`src/rtl/pb_cluster_boot_ctrl.sv`:
```
// Cluster boot sequencer: staggers clock enable and reset release per masked cluster,
// waits for each cluster's ready with a timeout, and raises a completion interrupt.
module pb_cluster_boot_ctrl #(
    parameter int unsigned NumClusters   = 16,
    parameter int unsigned StaggerCycles = 8,
    parameter int unsigned TimeoutCycles = 1024
) (
    input  logic                   clk_i,
    input  logic                   rst_i,
    input  logic                   start_i,
    input  logic [NumClusters-1:0] en_mask_i,
    input  logic [NumClusters-1:0] cluster_ready_i,
    output logic [NumClusters-1:0] cluster_clk_en_o,
    output logic [NumClusters-1:0] cluster_rst_o,
    output logic                   busy_o,
    output logic                   done_o,
    output logic [NumClusters-1:0] err_mask_o,
    output logic                   irq_o,
    input  logic                   irq_clr_i
);

    localparam int unsigned IdxW        = (NumClusters > 1) ? $clog2(NumClusters) : 1;
    localparam logic [7:0]  StaggerLast = 8'(StaggerCycles - 1);
    localparam logic [15:0] TimeoutLast = 16'(TimeoutCycles - 1);

    typedef enum logic [2:0] {
        StIdle,
        StClkEn,
        StRelease,
        StWaitReady,
        StNext,
        StDone
    } state_e;

    state_e                 state_q, state_d;
    logic [NumClusters-1:0] mask_q, mask_d;
    logic [NumClusters-1:0] clk_en_q, clk_en_d;
    logic [NumClusters-1:0] crst_q, crst_d;
    logic [NumClusters-1:0] err_q, err_d;
    logic [IdxW-1:0]        idx_q, idx_d;
    logic [7:0]             scnt_q, scnt_d;
    logic [15:0]            tcnt_q, tcnt_d;
    logic                   irq_q, irq_d;

    logic [NumClusters-1:0] cand;
    logic                   cand_found;
    logic [IdxW-1:0]        cand_idx;

    // Lowest pending cluster: from the incoming mask in idle, else above the current index.
    always_comb begin
        cand = '0;
        for (int i = 0; i < int'(NumClusters); i++) begin
            if (state_q == StIdle) begin
                cand[i] = en_mask_i[i];
            end else begin
                cand[i] = mask_q[i] && (IdxW'(i) > idx_q);
            end
        end
        cand_found = |cand;
        cand_idx   = '0;
        for (int i = int'(NumClusters) - 1; i >= 0; i--) begin
            if (cand[i]) begin
                cand_idx = IdxW'(i);
            end
        end
    end

    always_comb begin
        state_d  = state_q;
        mask_d   = mask_q;
        clk_en_d = clk_en_q;
        crst_d   = crst_q;
        err_d    = err_q;
        idx_d    = idx_q;
        scnt_d   = scnt_q;
        tcnt_d   = tcnt_q;
        unique case (state_q)
            StIdle: begin
                if (start_i) begin
                    mask_d   = en_mask_i;
                    crst_d   = crst_q | en_mask_i;
                    clk_en_d = clk_en_q & ~en_mask_i;
                    err_d    = err_q & ~en_mask_i;
                    if (cand_found) begin
                        idx_d              = cand_idx;
                        clk_en_d[cand_idx] = 1'b1;
                        scnt_d             = '0;
                        state_d            = StClkEn;
                    end else begin
                        state_d = StDone;
                    end
                end
            end
            StClkEn: begin
                if (scnt_q == StaggerLast) begin
                    crst_d[idx_q] = 1'b0;
                    state_d       = StRelease;
                end else begin
                    scnt_d = scnt_q + 8'd1;
                end
            end
            StRelease: begin
                tcnt_d  = '0;
                state_d = StWaitReady;
            end
            StWaitReady: begin
                // Ready is checked first so it wins over a coincident timeout.
                if (cluster_ready_i[idx_q]) begin
                    state_d = StNext;
                end else if (tcnt_q == TimeoutLast) begin
                    err_d[idx_q]    = 1'b1;
                    crst_d[idx_q]   = 1'b1;
                    clk_en_d[idx_q] = 1'b0;
                    state_d         = StNext;
                end else begin
                    tcnt_d = tcnt_q + 16'd1;
                end
            end
            StNext: begin
                if (cand_found) begin
                    idx_d              = cand_idx;
                    clk_en_d[cand_idx] = 1'b1;
                    scnt_d             = '0;
                    state_d            = StClkEn;
                end else begin
                    state_d = StDone;
                end
            end
            StDone: begin
                state_d = StIdle;
            end
            default: begin
                state_d = StIdle;
            end
        endcase
        irq_d = (state_q == StDone) | (irq_q & ~irq_clr_i);
    end

    always_ff @(posedge clk_i or posedge rst_i) begin
        if (rst_i) begin
            state_q  <= StIdle;
            mask_q   <= '0;
            clk_en_q <= '0;
            crst_q   <= '1;
            err_q    <= '0;
            idx_q    <= '0;
            scnt_q   <= '0;
            tcnt_q   <= '0;
            irq_q    <= 1'b0;
        end else begin
            state_q  <= state_d;
            mask_q   <= mask_d;
            clk_en_q <= clk_en_d;
            crst_q   <= crst_d;
            err_q    <= err_d;
            idx_q    <= idx_d;
            scnt_q   <= scnt_d;
            tcnt_q   <= tcnt_d;
            irq_q    <= irq_d;
        end
    end

    assign cluster_clk_en_o = clk_en_q;
    assign cluster_rst_o    = crst_q;
    assign err_mask_o       = err_q;
    assign irq_o            = irq_q;
    assign busy_o           = (state_q != StIdle);
    assign done_o           = (state_q == StDone);

endmodule

```
`config.mk`:
```
export PLATFORM = sky130hd
export DESIGN_NAME = pb_cluster_boot_ctrl
export DESIGN_NICKNAME = d
export VERILOG_FILES = /design/src/rtl/pb_cluster_boot_ctrl.sv
export SDC_FILE = /design/constraint.sdc
export NUM_CORES = 1
export LEC_CHECK = 0
export BUFFER_PORTS_ARGS = -buffer_cell sky130_fd_sc_hd__buf_4
export CORE_UTILIZATION = 45
export DETAILED_ROUTE_END_ITERATION = 12
export PLACE_DENSITY = 0.65
export SETUP_SLACK_MARGIN = 0.1
export SYNTH_ARGS = -nofsm -noshare
export SYNTH_HDL_FRONTEND = slang
export SYNTH_SLANG_ARGS = --single-unit
export TNS_END_PERCENT = 50
```
`constraint.sdc`:
```
create_clock -name clk_i -period 2.7 [get_ports clk_i]
set_input_delay 0.27 -clock clk_i [delete_from_list [all_inputs] [get_ports clk_i]]
set_output_delay 0.27 -clock clk_i [all_outputs]
set_load 0.05 [all_outputs]
```
==> qor.yml <==
detailed_routing:
  drtAntennaViolNets: 0
  avgViaCountPerCell: 6.22
  wl_um: 19800
  drt_iter0_markers: 502
  detail_route.first_pass.iterations: 5
  vias: 6017
  drc: 0
  wire_per_inst_um: 20.4
timing:
  grt_setup_unrepaired: "true"
  finalHoldViolations: 0
  tightest_slew_ps: 717
  fin_skew_ps: 13.3
  slew_violations: 0
  setup_viol: 0
  clock.fmax_ghz: 0.372
  hold_ws_ps: 25.0
  fin_crit_ps: 2690
  min_period_over_period_pct: 99.5
  slew_headroom_pct: 52.0
hold_path:
  hold_class: "in -> async"
worst_setup_path:
  crit_fanout: 6
  crit_chain: "buf_6, mux4_2, mux4_2, a21o_4, a21oi_4, buf_6, nand2_4, or3_4, a21oi_2"
  cpLargestDelayFamily: "multiplexers"
  worst_ep_required_time_ps: 2980
  max_stage_delay_ps: 530
  slowest_stage: "mux4_2"
  crit_cells: 9
  cp.buffers_inverters: 2
  ff2ff_path_depth: 9
  end_kind: "register"
  critPathLaunchType: "register"
  cp.arrival_ps: 2970
  path_class: "reg -> reg"
pwr:
  peakVddDrop_mv: 0.237
  power.switching_w: 0.000672
  clock_power_share_pct: 45.4
  sequentialPowerShare_pct: 49.1
  leakage_nw: 3.60
  swShare_pct: 23.2
  p_int_w: 0.00223
  power_w: 0.00290
  pwr_density_cell_mw_per_mm2: 356
  combPwrFrac_pct: 5.5
synth:
  yosysSeqAreaShare_pct: 43.1
  yosysUniqueCellTypes: 68
  synthFlopType: "dfrtp_1"
  syn_area_per_cell_sq_um: 8.60
  ys_seq_elements: 95
  synth_warnings: 0
  async_flop_share_pct: 100
  syn_inst: 647
  synth_edf_count: 0
  synth_area_sq_mm: 0.00556
  syn-num-nets: 685
die:
  pin_count: 87
  fp.dieH_um: 113
  die-area_sq_mm: 0.0128
  start_util_pct: 46.3
  coreArea_sq_mm: 0.0120
  die_w_um: 113
  rows: 40
grt:
  grt_max_degree: 36
  overflow: 0
  antenna_found_initial: 0
  grt_pass1_vias: 5449
  grt_pass1_wl_um: 29200
  globalRouteTotalUtil_pct: 29.6
final_layout:
  layout-drive-gt1-share_pct: 43.1
  layout.nets: 854
  final_cells: 968
  fin_util_pct: 67.8
  synthToLayoutAreaGrowth_pct: 46.4
  n_antenna_cell: 0
clock_tree:
  clkSlewWorstSetupHoldPaths_ps: 70
  clk_path_buf_depth: 2
  clk_root_buffer_cell: "clkbuf_16"
  clock_latency_ps: 360
  hold_buffers: 0
  cts_made_buffers: 9
  htreeDepth: 3
  cts.sink_count: 95
  cts_tree: "yes"
placement:
  dp_cells: 929
  dp_hpwl_um: 13200
  portBuffers: 86
  gp_congestion: 0.954
status:
  status: "completed"
run:
  max_cap_viol_count: 0
[synth_stat cells, drive strengths merged, types with 4 or more instances]
cell | n | share of area [%]
a2111oi | 4 | 0.74
a21boi | 5 | 0.67
a21o | 7 | 1.1
a21oi | 68 | 6.3
a22o | 5 | 0.79
a22oi | 6 | 0.81
a31oi | 14 | 1.6
and2 | 5 | 0.56
and3 | 6 | 0.67
buf | 14 | 1.5
clkbuf | 26 | 1.8
dfrtp | 79 | 36
dfstp | 16 | 7.6
inv | 17 | 1.1
mux2 | 12 | 2.4
mux4 | 5 | 2.0
nand2 | 74 | 5.0
nand2b | 10 | 1.1
nand3 | 13 | 1.2
nand3b | 4 | 0.54
nand4 | 7 | 0.79
nor2 | 80 | 5.4
nor2b | 8 | 0.90
nor3 | 12 | 1.3
o21a | 7 | 0.94
o21ai | 70 | 6.3
o22ai | 4 | 0.45
o41ai | 8 | 1.3
or3 | 6 | 0.67
xor2 | 16 | 2.5
[through the flow]
stage	TNS, ps	cell area, sq um	worst slack (ps)
final	0	8140	13.2
after global routing	-490	8140	-68.8
after CTS	0	7490	27.4
after detailed placement	-1070	6960	-110
after global placement	-35.2	6960	-10.3
after floorplan	0	5570	27.8
[metal layers]
layer	track usage, %	wire length, um
met1	40.8	8190
met3	4.34	1810
met5	0	0
met4	10.4	606
met2	47.6	9190
[state kept, by name, indices dropped and copies added (netlist names)]
register          cells
idx_q                 4
err_mask_o           16
cluster_clk_en_o     16
cluster_rst_o        16
scnt_q                8
mask_q               15
tcnt_q               16
irq_o                 1
state_q               3
[repair_timing]
action	CTS	global route
setup endpoints to repair	44	70
gates resized for setup	40	138
cloned	2	5
pin swaps	12	62
buffers inserted	7	10
[worst paths after layout]
| kind | startpoint | endpoint | slack (ps) |
|---|---|---|---|
| worst max-delay path | idx_q[1]$_DFFE_PP0P_ | tcnt_q[4]$_DFFE_PP0P_ | 10 |
| worst min-delay path | rst_i | cluster_clk_en_o[15]$_DFFE_PP0P_ | 30 |
| worst max register to register | idx_q[1]$_DFFE_PP0P_ | tcnt_q[4]$_DFFE_PP0P_ | 10 |
| worst min register to register | cluster_rst_o[11]$_DFFE_PP1P_ | cluster_rst_o[11]$_DFFE_PP1P_ | 480 |
| max in group asynchronous | rst_i | cluster_rst_o[11]$_DFFE_PP1P_ | 1980 |
| min in group clk_i | irq_clr_i | irq_o$_DFF_PP0_ | 90 |
[kinds of logic after synthesis]
| kind of cell | count (synthesis) | synth area share [%] |
|---|---|---|
| xor+xnor | 18 | 2.83 |
| flops | 95 | 43.1 |
| simple gates | 237 | 19.9 |
| mux | 18 | 4.63 |
| buf+inv | 57 | 4.45 |
| fa+ha+maj | 2 | 0.450 |
| compound gates | 220 | 24.6 |
[power by group through the flow]
stage | combinational, W | clock, W | sequential, W
2_1_floorplan | 0.0000513 | 0 | 0.00145
3_3_place_gp | 0.000144 | 0 | 0.00145
3_5_place_dp | 0.000145 | 0 | 0.00145
4_1_cts | 0.000147 | 0.00132 | 0.00142
5_1_grt | 0.000171 | 0.00139 | 0.00142
6_report | 0.000159 | 0.00132 | 0.00142
[layout make-up]
type	instances	area, sq um
repair buffers	198	1680
multi-input cells	495	3510
clock inverters	5	57.6
inverters	17	67.6
well taps	147	184
flip-flops and latches	95	2400
fillers	956	3870
clock buffers	11	243
[placed cells by master, fill, tap and decap left out, drive strengths merged, types with 13 or more instances in the layout]
cell type  netlist  routed
a21oi           68      68
a31oi           14      14
buf             14     194
clkbuf          26      15
dfrtp           79      79
dfstp           16      16
inv             17      16
nand2           74      74
nand3           13      13
nor2            80      80
o21ai           70      70
xor2            16      16
(Power assumes the default switching activity.)
